## src/rtl/riscorvo_pkg.sv

```systemverilog
// Shared types for the riscorvo memory bridge.
//   bridge_state_t : bridge FSM encoding
//   mem_req_t      : one latched memory request (address, store data, strobes, fetch flag)
//   XLEN           : machine word width
package riscorvo_pkg;

  localparam int XLEN = 32;

  typedef enum logic [1:0] {
    IDLE,
    INSTR,
    DATA
  } bridge_state_t;

  typedef struct packed {
    logic [XLEN-1:0] addr;
    logic [XLEN-1:0] wdata;
    logic [3:0]      wstrb;
    logic            instr;
  } mem_req_t;

endpackage

```

## src/rtl/riscorvo_mem_bridge.sv

```systemverilog
// Merges the core's instruction and data ports onto a single picorv32-style
// memory bus. One request is latched at a time and every mem_* output is held
// constant until mem_ready_i; responses are passed straight back to the port
// that owns the transaction.
//   clock, reset                 : rising-edge clock, async active-high reset
//   valid/addr_instr_i           : fetch request;  ready/data_instr_o : fetch response
//   valid/addr_data_i, write_data_i, read_write_i, mask_data_i : load/store request
//   ready_data_o, read_data_o    : load/store response
//   mem_valid/instr/addr/wdata/wstrb_o, mem_ready_i, mem_rdata_i : memory bus
//   err_o                        : sticky flag, memory took too long to answer
module riscorvo_mem_bridge
  import riscorvo_pkg::*;
#(
  parameter int DATA_PRIORITY  = 0,
  parameter int TIMEOUT_CYCLES = 0
) (
  input  logic            clock,
  input  logic            reset,
  input  logic            valid_instr_i,
  input  logic [XLEN-1:0] addr_instr_i,
  output logic            ready_instr_o,
  output logic [XLEN-1:0] data_instr_o,
  input  logic            valid_data_i,
  input  logic [XLEN-1:0] addr_data_i,
  input  logic [XLEN-1:0] write_data_i,
  input  logic            read_write_i,
  input  logic [3:0]      mask_data_i,
  output logic            ready_data_o,
  output logic [XLEN-1:0] read_data_o,
  output logic            mem_valid_o,
  output logic            mem_instr_o,
  output logic [XLEN-1:0] mem_addr_o,
  output logic [XLEN-1:0] mem_wdata_o,
  output logic [3:0]      mem_wstrb_o,
  input  logic            mem_ready_i,
  input  logic [XLEN-1:0] mem_rdata_i,
  output logic            err_o
);

  localparam int WAIT_W = (TIMEOUT_CYCLES < 1) ? 1 : $clog2(TIMEOUT_CYCLES + 1);
  localparam logic [WAIT_W-1:0] TO_VAL = WAIT_W'(TIMEOUT_CYCLES);

  bridge_state_t     state_q, state_d;
  mem_req_t          req_q, req_d;
  logic              write_q, write_d;
  logic              last_data_q;   // 1: most recent grant went to the data port
  logic              grant_instr, grant_data;
  logic              mem_valid_q;
  logic [WAIT_W-1:0] wait_q, wait_d;
  logic              err_q;

  always_ff @(posedge clock or posedge reset) begin
    if (reset) begin
      state_q     <= IDLE;
      req_q       <= '0;
      write_q     <= 1'b0;
      last_data_q <= 1'b1;
      mem_valid_q <= 1'b0;
      wait_q      <= '0;
      err_q       <= 1'b0;
    end else begin
      state_q     <= state_d;
      req_q       <= req_d;
      write_q     <= write_d;
      mem_valid_q <= (state_d != IDLE);
      wait_q      <= wait_d;
      if (grant_data || grant_instr)
        last_data_q <= grant_data;
      if (TIMEOUT_CYCLES != 0 && wait_d == TO_VAL)
        err_q <= 1'b1;
    end
  end

  always_comb begin
    state_d     = state_q;
    req_d       = req_q;
    write_d     = write_q;
    grant_instr = 1'b0;
    grant_data  = 1'b0;
    unique case (state_q)
      IDLE: begin
        // Data wins outright, or on a tie when priority is fixed or instr went last.
        if (valid_data_i && (!valid_instr_i || DATA_PRIORITY != 0 || !last_data_q))
          grant_data = 1'b1;
        else if (valid_instr_i)
          grant_instr = 1'b1;

        if (grant_instr) begin
          state_d = INSTR;
          req_d   = '{addr: addr_instr_i, wdata: '0, wstrb: '0, instr: 1'b1};
          write_d = 1'b0;
        end else if (grant_data) begin
          state_d = DATA;
          req_d   = '{addr:  addr_data_i,
                      wdata: read_write_i ? write_data_i : '0,
                      wstrb: read_write_i ? mask_data_i : 4'b0000,
                      instr: 1'b0};
          write_d = read_write_i;
        end
      end
      INSTR, DATA: begin
        if (mem_ready_i)
          state_d = IDLE;
      end
      default: state_d = IDLE;
    endcase

    if (grant_instr || grant_data)
      wait_d = '0;
    else if (mem_valid_q && !mem_ready_i && wait_q != '1)
      wait_d = wait_q + 1'b1;
    else
      wait_d = wait_q;
  end

  assign mem_valid_o   = mem_valid_q;
  assign mem_instr_o   = req_q.instr;
  assign mem_addr_o    = req_q.addr;
  assign mem_wdata_o   = req_q.wdata;
  assign mem_wstrb_o   = req_q.wstrb;
  assign err_o         = err_q;

  assign ready_instr_o = (state_q == INSTR) && mem_ready_i;
  assign ready_data_o  = (state_q == DATA) && mem_ready_i;
  assign data_instr_o  = ready_instr_o ? mem_rdata_i : '0;
  assign read_data_o   = (ready_data_o && !write_q) ? mem_rdata_i : '0;

endmodule

```

## config.mk

```make
export PLATFORM = sky130hd
export DESIGN_NAME = riscorvo_mem_bridge
export DESIGN_NICKNAME = d
export VERILOG_FILES = /design/src/rtl/riscorvo_pkg.sv /design/src/rtl/riscorvo_mem_bridge.sv
export SDC_FILE = /design/constraint.sdc
export NUM_CORES = 1
export LEC_CHECK = 0
export ABC_CLOCK_PERIOD_IN_PS = 2000
export CAP_MARGIN = 20
export CORE_MARGIN = 2
export CORE_UTILIZATION = 32
export CTS_BUF_LIST = sky130_fd_sc_hd__clkbuf_2
export DETAILED_ROUTE_END_ITERATION = 6
export PLACE_DENSITY = 0.79
export SLEW_MARGIN = 0
export SYNTH_ARGS = -nofsm -noshare
export SYNTH_HDL_FRONTEND = slang
export SYNTH_SLANG_ARGS = --single-unit
```

## constraint.sdc

```tcl
create_clock -name clock -period 2 [get_ports clock]
set_input_delay 0.3 -clock clock [delete_from_list [all_inputs] [get_ports clock]]
set_output_delay 0.3 -clock clock [all_outputs]
set_load 0.01 [all_outputs]
```

## Word-level counts from Yosys, hierarchy flattened

Index checks and enable logic that the tools add are counted.

- Equal/unequal tests: 2
- Multiplexer cells: 19
- Reductions and logical operators: 14

Operator list:

| cell | count |
|---|---|
| $mux W69 | 2 |
| $mux W32 | 3 |
| $mux W1 | 9 |
| $mux W2 | 3 |
| $logic_and A1 B1 Y1 | 4 |
| $mux W4 | 1 |
| $pmux W2 S2 | 1 |
| $reduce_bool A2 Y1 | 2 |
| $logic_not A1 Y1 | 3 |
| $eq A2 B1 Y1 const B | 1 |
| $eq A2 B2 Y1 const B | 1 |
| $logic_not A2 Y1 | 1 |
| $logic_or A1 B1 Y1 | 2 |
| $reduce_and A2 Y1 | 1 |
| $reduce_or A2 Y1 | 1 |

- Register bits after elaboration: 74
- Input bits: 138
- Output and inout port bits: 137

## Depth between registers and ports, before layout

Gate-level depths: netlist (run 1).

- Depth in word-level cells: 9
- Mapped depth: 7
- Mapped depth without buffers: 5

## Worst setup path before layout (run 1)

Ideal clock, no wire load.

- Path kind: register to output
- Start point: register state_q[0]
- End point: output read_data_o[10]
- Arrival: 1.315 ns
- Path slack: 0.385 ns
- Stages on the path, launching flop included: 7
- Cell sequence: dfrtp_1 -> inv_1 -> ha_1 -> and2_1 -> and2b_1 -> clkbuf_2 -> and2_1

- Word-level cells in the longest chain between the ends: 4

RTL lines:

| element | RTL line | text |
|---|---|---|
| start, declared | riscorvo_mem_bridge.sv:43 | `bridge_state_t state_q, state_d;` |
| start signal, assigned | riscorvo_mem_bridge.sv:62 | `state_q <= state_d;` |
| $eq A2 B2 Y1 | riscorvo_mem_bridge.sv:124 | `assign ready_data_o = (state_q == DATA) && mem_ready_i;` |
| $logic_and A1 B1 Y1 | riscorvo_mem_bridge.sv:124 |  |
| via ready_data_o | riscorvo_mem_bridge.sv:28 | `output logic ready_data_o,` |
| $logic_and A1 B1 Y1 | riscorvo_mem_bridge.sv:126 | `assign read_data_o = (ready_data_o && !write_q) ? mem_rdata_i : '0;` |
| $mux W32 | riscorvo_mem_bridge.sv:126 |  |
| end, declared | riscorvo_mem_bridge.sv:29 | `output logic [XLEN-1:0] read_data_o,` |

The timed path passes the listed nets, and every way through them passes these cells.

## Worst setup path in the final report (run 1)

- Start point: register state_q[1]
- End point: output read_data_o[0]

- Word-level cells in the longest chain between the ends: 4

RTL lines:

| element | RTL line |
|---|---|
| $eq A2 B2 Y1 | riscorvo_mem_bridge.sv:124 |
| $logic_and A1 B1 Y1 | riscorvo_mem_bridge.sv:124 |
| $logic_and A1 B1 Y1 | riscorvo_mem_bridge.sv:126 |
| $mux W32 | riscorvo_mem_bridge.sv:126 |

Every way passes these cells.

==> impl_metrics.json, run 1 <==
{
  "p_switching_uw": 2940,
  "finalMaxSlewViolations": 0,
  "maxClockFrequency_ghz": 0.439,
  "yosysWarnings": 1,
  "clock-skew-final_ns": 0.0287,
  "clk_pin_slew_ns": 0.21,
  "diodes": 0,
  "violations": "negative setup slack",
  "numPortBuffers": 273,
  "critPathArrivalTime_ns": 1.98,
  "reg2reg_depth": 7,
  "synth_area_um2": 3680,
  "status": "finished with violations",
  "hold_viol": 0,
  "drc_errors": 0,
  "worstPathCellList": "buf_6, ha_4, and2_4, and2b_4, clkbuf_16, and2_4, buf_6",
  "die_w_um": 111,
  "r2r-end": "mem_wdata_o[12]$_DFFE_PP0P_",
  "std_cell_rows": 39,
  "share_seq_of_total_power": 0.300,
  "core_um2": 11300,
  "drive_above_1_share": 0.276,
  "clock-sinks": 74,
  "grt_setup_unrepaired": "yes",
  "netSwitchingFraction": 0.363,
  "grt_antenna_before_repair": 0,
  "critPathBufInv": 3,
  "vias": 4181,
  "avgSynthCellArea_um2": 9.71,
  "hpwl_um": 10400,
  "syn-instance-count": 379,
  "cp-start-kind": "flop",
  "cpLargestDelayFamily": "simple AND/OR/NAND/NOR gates",
  "gp_congestion": 0.846,
  "grt.total_usage": 0.223,
  "drt_first_pass_iters": 4,
  "cell_internal_pwr_uw": 5170,
  "routedWlPerCell_um": 18.5,
  "grt_max_degree": 38,
  "max_slew_margin": 0.432,
  "crit_fanout": 6,
  "fill_cells": 919,
  "ys_types": 28,
  "hold_path.class": "in -> async",
  "p_comb_frac": 0.587,
  "setup_viol": 65,
  "io_pins": 275,
  "cts_tree": "done",
  "path_depth": 7,
  "placed_area_um2": 6590,
  "peakVddDrop_v": 0.000573,
  "die_area_um2": 12400,
  "cap_violations": 0,
  "critPathSlowestCell": "dfrtp_1",
  "utilization": 0.639,
  "start_util": 0.325,
  "powerDensity_nw_per_um2": 1120,
  "seqCellArea_um2": 1850,
  "synth-seq-cells": 74,
  "layout.nets": 801,
  "setup_tns_ns": -11.23,
  "final_cell_area_um2": 7230,
  "fin_ws_ns": -0.280,
  "leakagePower_uw": 0.00316,
  "grt_pass1_vias": 4204,
  "r2r_slack_ns": 0.17,
  "grt.overflow.total": 0,
  "critPathRequiredTime_ns": 1.70,
  "multi_input_area_um2": 1820,
  "total_power_uw": 8110,
  "dieHeight_um": 111,
  "clock_path_buffers": 2,
  "end_kind": "output port",
  "fin_crit_sh": 1.14,
  "min_period_ns": 2.28,
  "ant_nets": 0,
  "synthToLayoutAreaGrowth_pct": 96.5,
  "worst_pin_slew_ns": 0.852,
  "pwr-share-clk": 0.114,
  "cts-root-buf": "clkbuf_2",
  "cts_made_buffers": 9,
  "viasPerCell": 5.19,
  "grt_pass1_wl_um": 22100,
  "cpPeakStageDelay_ns": 0.44,
  "reg2reg_from": "state_q[1]$_DFF_PP0_",
  "dr.first_iter.drc_count": 226,
  "synth_nets": 521,
  "place_ws_ns": -0.272,
  "wirelength_um": 14900,
  "clock_latency_ns": 0.50,
  "seq_area_frac_synth": 0.503,
  "criticalPathCategory": "reg -> out",
  "htree_levels": 3
}
routing by layer:
layer | up-vias | track usage | wire length [um]
met2 | 220 | 0.402 | 7690
met1 | 2006 | 0.243 | 5460
li1 | 1912 | - | -
met3 | 43 | 0.0645 | 1110
met5 | - | 0 | 0
met4 | 0 | 0.0996 | 629
logic make-up (layout without fill, tap and decap cells):
group                      Yosys count  in the layout  share of synthesized area
AOI/OAI and AO/OA                  143            143                      0.247
buffers and inverters               44            328                     0.0659
DFF                                 74             74                      0.503
and+or+nand+nor                    113            113                      0.169
adders and majority gates            4              4                     0.0136
other                                1              1                    0.00102
through the flow:
stage,hold slack (ns),instances
finish,0.136,806
global route,0.0883,806
CTS,0.0813,807
detailed placement,0.460,773
global placement,0.459,773
floorplan,0.433,379
cell type report:
cell class              count  share of cell area
inverters                   4             0.00294
well taps                 143              0.0247
multi-input cells         261               0.251
clock inverters             6              0.0114
flip-flops and latches     74               0.256
repair buffers            309               0.447
clock buffers               9             0.00623
sequential cells by signal (all words and copies together) (netlist names):
signal	count
mem_addr_o	32
mem_valid_o	1
mem_wdata_o	32
write_q	1
last_data_q	1
state_q	2
mem_instr_o	1
mem_wstrb_o	4
synthesized netlist by cell type:
library cell,number,area share
a21o_1,1,0.0020
a21oi_1,34,0.046
a22o_1,36,0.086
a31oi_1,33,0.056
and2_1,34,0.058
and2b_1,1,0.0020
and2b_2,1,0.0024
and3_1,32,0.054
and4_1,1,0.0024
buf_2,14,0.019
buf_4,3,0.0061
buf_6,6,0.018
clkbuf_1,14,0.014
clkbuf_2,3,0.0041
conb_1,1,0.0010
dfrtp_1,73,0.50
dfstp_2,1,0.0071
ha_1,4,0.014
inv_1,4,0.0041
nand2_1,4,0.0041
nand2b_1,1,0.0017
nand3_1,2,0.0027
nor2_1,32,0.033
nor2b_1,5,0.0085
o211ai_1,1,0.0020
o21a_1,1,0.0020
o21ai_0,36,0.049
o21ai_4,1,0.0044
power by group through the flow:
stage	Sequential, uW	Combinational [uW]	Clock, uW
2_1_floorplan	2710	1610	0
3_3_place_gp	2440	4060	0
3_5_place_dp	2460	4160	0
4_1_cts	2430	4590	962
5_1_grt	2500	5070	1020
6_report	2430	4760	921
how the worst max path moves through the flow:
stage / startpoint / endpoint / slack (ns)
2_1_floorplan: state_q[0]$_DFF_PP0_ / read_data_o[10] / 0.39
3_3_place_gp: mem_ready_i / read_data_o[22] / -0.24
3_5_place_dp: mem_ready_i / read_data_o[24] / -0.27
4_1_cts: state_q[1]$_DFF_PP0_ / read_data_o[8] / -0.47
5_1_grt: state_q[1]$_DFF_PP0_ / read_data_o[0] / -0.41
6_report: state_q[1]$_DFF_PP0_ / read_data_o[0] / -0.28
cells in the final DEF (no fill, tap or decap), types with 2 or more instances in the layout:
cell and count:
a21oi_1 34, a22o_1 36, a31oi_1 33, and2_4 34
and3_1 8, and3_4 24, buf_12 6, buf_2 8
buf_4 11, buf_6 71, buf_8 3, bufinv_16 2
clkbuf_16 3, clkbuf_2 9, clkdlybuf4s50_1 207, clkinv_2 2
dfrtp_1 73, ha_1 2, ha_4 2, nand2_1 4
nand3_1 2, nor2_1 32, nor2b_1 5, o21ai_0 36
timing repair:
action                                  in CTS  in global routing
hold endpoints to repair                     0                  0
endpoints found under the setup margin      66                117
resized for setup                          297                124
gates cloned                                 6                  2
pin swaps                                    1                  8
hold buffers                                 0                  0
setup buffers                               13                  7
(Power assumes the default switching activity.)
==> run 2, diff against run 1 <==
ABC_CLOCK_PERIOD_IN_PS = 2500   (was 2000)
CORE_UTILIZATION = 35   (was 32)
PLACE_DENSITY = 0.83   (was 0.79)
SKIP_CTS_REPAIR_TIMING = 1   (was default)
clock period = 2.5 ns   (was 2 ns; I/O delays follow)
==> run 2 against run 1 <==
Net effect:
- the run now ends clean
- cell area shrank 9.1%
- global-route usage increased by 1.4 points
- clock-buffer cell count rose by 1
- first-iteration DRC count grew 26%
- sequential cell count stayed put
- register-to-register slack gained 0.50 ns
- via count down 1.1%
- core utilization is 0.11 points higher
- clock skew decreased by 0.0070 ns
- critical path depth unchanged
- power shrank 28%
- hold slack improved by 0.11 ns
- largest power group unchanged
==> impl_metrics.json, run 2 (synthesis gave the netlist of run 1 again) <==
{
  "status": "finished clean",
  "grt_antenna_before_repair": 1,
  "final_cell_mix": "clkdlybuf4s50_1, dfrtp_1, clkbuf_2",
  "utilization": 0.640,
  "max_slew_margin": 0.416,
  "crit_fanout": 10,
  "powerDensity_nw_per_um2": 888,
  "grt_max_degree": 40,
  "viasPerCell": 5.29,
  "maxClockFrequency_ghz": 0.415,
  "start_util": 0.358,
  "drt_first_pass_iters": 5,
  "p_switching_uw": 2220,
  "total_power_uw": 5840,
  "placed_area_um2": 6470,
  "numPortBuffers": 273,
  "routedWlPerCell_um": 17.9,
  "clock-sinks": 74,
  "cell_internal_pwr_uw": 3620,
  "hold_path.class": "in -> async",
  "dp.cells": 762,
  "ant_nets": 0,
  "grt.total_usage": 0.237,
  "cts_made_buffers": 9,
  "share_seq_of_total_power": 0.336,
  "layout.nets": 782,
  "grt_pass1_vias": 4102,
  "htree_levels": 3,
  "worst_pin_slew_ns": 0.875,
  "cts-root-buf": "clkbuf_2",
  "gp_congestion": 0.757,
  "peakVddDrop_v": 0.000470,
  "finalMaxSlewViolations": 0,
  "vias": 4134,
  "dr.first_iter.drc_count": 284,
  "netSwitchingFraction": 0.381,
  "critPathRequiredTime_ns": 2.12,
  "stdcell_count": 782,
  "final_cell_area_um2": 6580,
  "cp-start-kind": "flop",
  "setup_tns_ns": 0,
  "core_um2": 10300,
  "io_pins": 275,
  "leakagePower_uw": 0.00346,
  "die_area_um2": 11400,
  "p_comb_frac": 0.547,
  "grt_setup_unrepaired": "yes",
  "std_cell_rows": 37,
  "grt.overflow.total": 0,
  "clock_path_buffers": 2,
  "hold_viol": 0,
  "dieHeight_um": 107,
  "die_w_um": 107,
  "synthToLayoutAreaGrowth_pct": 78.7,
  "cts_tree": "done",
  "clock-skew-final_ns": 0.0217,
  "min_period_ns": 2.41,
  "hpwl_um": 10200,
  "cap_violations": 0,
  "pwr-share-clk": 0.117,
  "fin_crit_sh": 0.963,
  "setup_viol": 0,
  "clk_pin_slew_ns": 0.24,
  "wirelength_um": 14000,
  "criticalPathCategory": "reg -> out",
  "drc_errors": 0,
  "end_kind": "output port",
  "clock_latency_ns": 0.50,
  "grt_pass1_wl_um": 21100,
  "layout_commonest_cell": "clkdlybuf4s50_1",
  "drive_above_1_share": 0.112,
  "critPathArrivalTime_ns": 2.03
}
==> run 2: changes by cell type in the layout (fill, tap and decap cells not counted), moves of 8 or more <==
cell and change:
and2_4 -34, buf_2 -8, and3_1 +24, and3_4 -24
clkbuf_2 +33, dlymetal6s2s_1 +33, and2_1 +34, buf_6 -68
==> run 2: final cells by class <==
cell class                 count  area [um2]
clock inverter                 6        66.3
multi-input combinational    261        1590
inverter                       4        15.0
clock buffer                  10        50.0
antenna                        1        2.50
sequential                    74        1850
timing repair buffer         290        2830
tap                          136         170
fill                         881        3700
==> run 2: worst max-delay path: stages, from the launching register on <==
cell,delay [ns]
dfrtp_1,0.47
inv_2,0.06
ha_1,0.18
and2_1,0.16
and2b_2,0.23
buf_6,0.15
and2_1,0.16
clkbuf_2,0.13
==> run 2: routing by layer <==
layer	wire (um)	global-route usage	vias to the layer above
li1	-	-	1875
met4	504	0.0946	2
met5	16	0	-
met3	1140	0.0656	51
met2	7190	0.429	241
met1	5140	0.262	1965
==> run 2: worst paths after layout <==
path	endpoint	cells past startpoint	slack (ns)	from
max	read_data_o[9]	7	0.09	state_q[0]$_DFF_PP0_
min	mem_wdata_o[20]$_DFFE_PP0P_	3	0.25	reset
max reg2reg	mem_wdata_o[22]$_DFFE_PP0P_	5	0.67	state_q[1]$_DFF_PP0_
min reg2reg	write_q$_DFFE_PP0P_	1	0.51	write_q$_DFFE_PP0P_
max in group asynchronous	mem_addr_o[11]$_DFFE_PP0P_	3	1.83	reset
min in group clock	mem_addr_o[26]$_DFFE_PP0P_	3	0.39	addr_data_i[26]
==> run 2: stage by stage <==
| step | hold WS [ns] | worst slack (ns) |
|---|---|---|
| 6_report | 0.245 | 0.0913 |
| 5_1_grt | 0.234 | -0.0596 |
| 4_1_cts | 0.225 | -0.332 |
| 3_5_place_dp | 0.468 | 0.116 |
| 3_3_place_gp | 0.460 | 0.146 |
| 2_1_floorplan | 0.442 | 0.245 |
==> run 2: power groups by stage <==
stage | registers (uW) | clock network (uW) | logic, uW
after floorplan | 2170 | 0 | 1280
after global placement | 1960 | 0 | 3110
after detailed placement | 1980 | 0 | 3190
after CTS | 1960 | 702 | 3200
after global routing | 2030 | 751 | 3430
final | 1960 | 683 | 3200
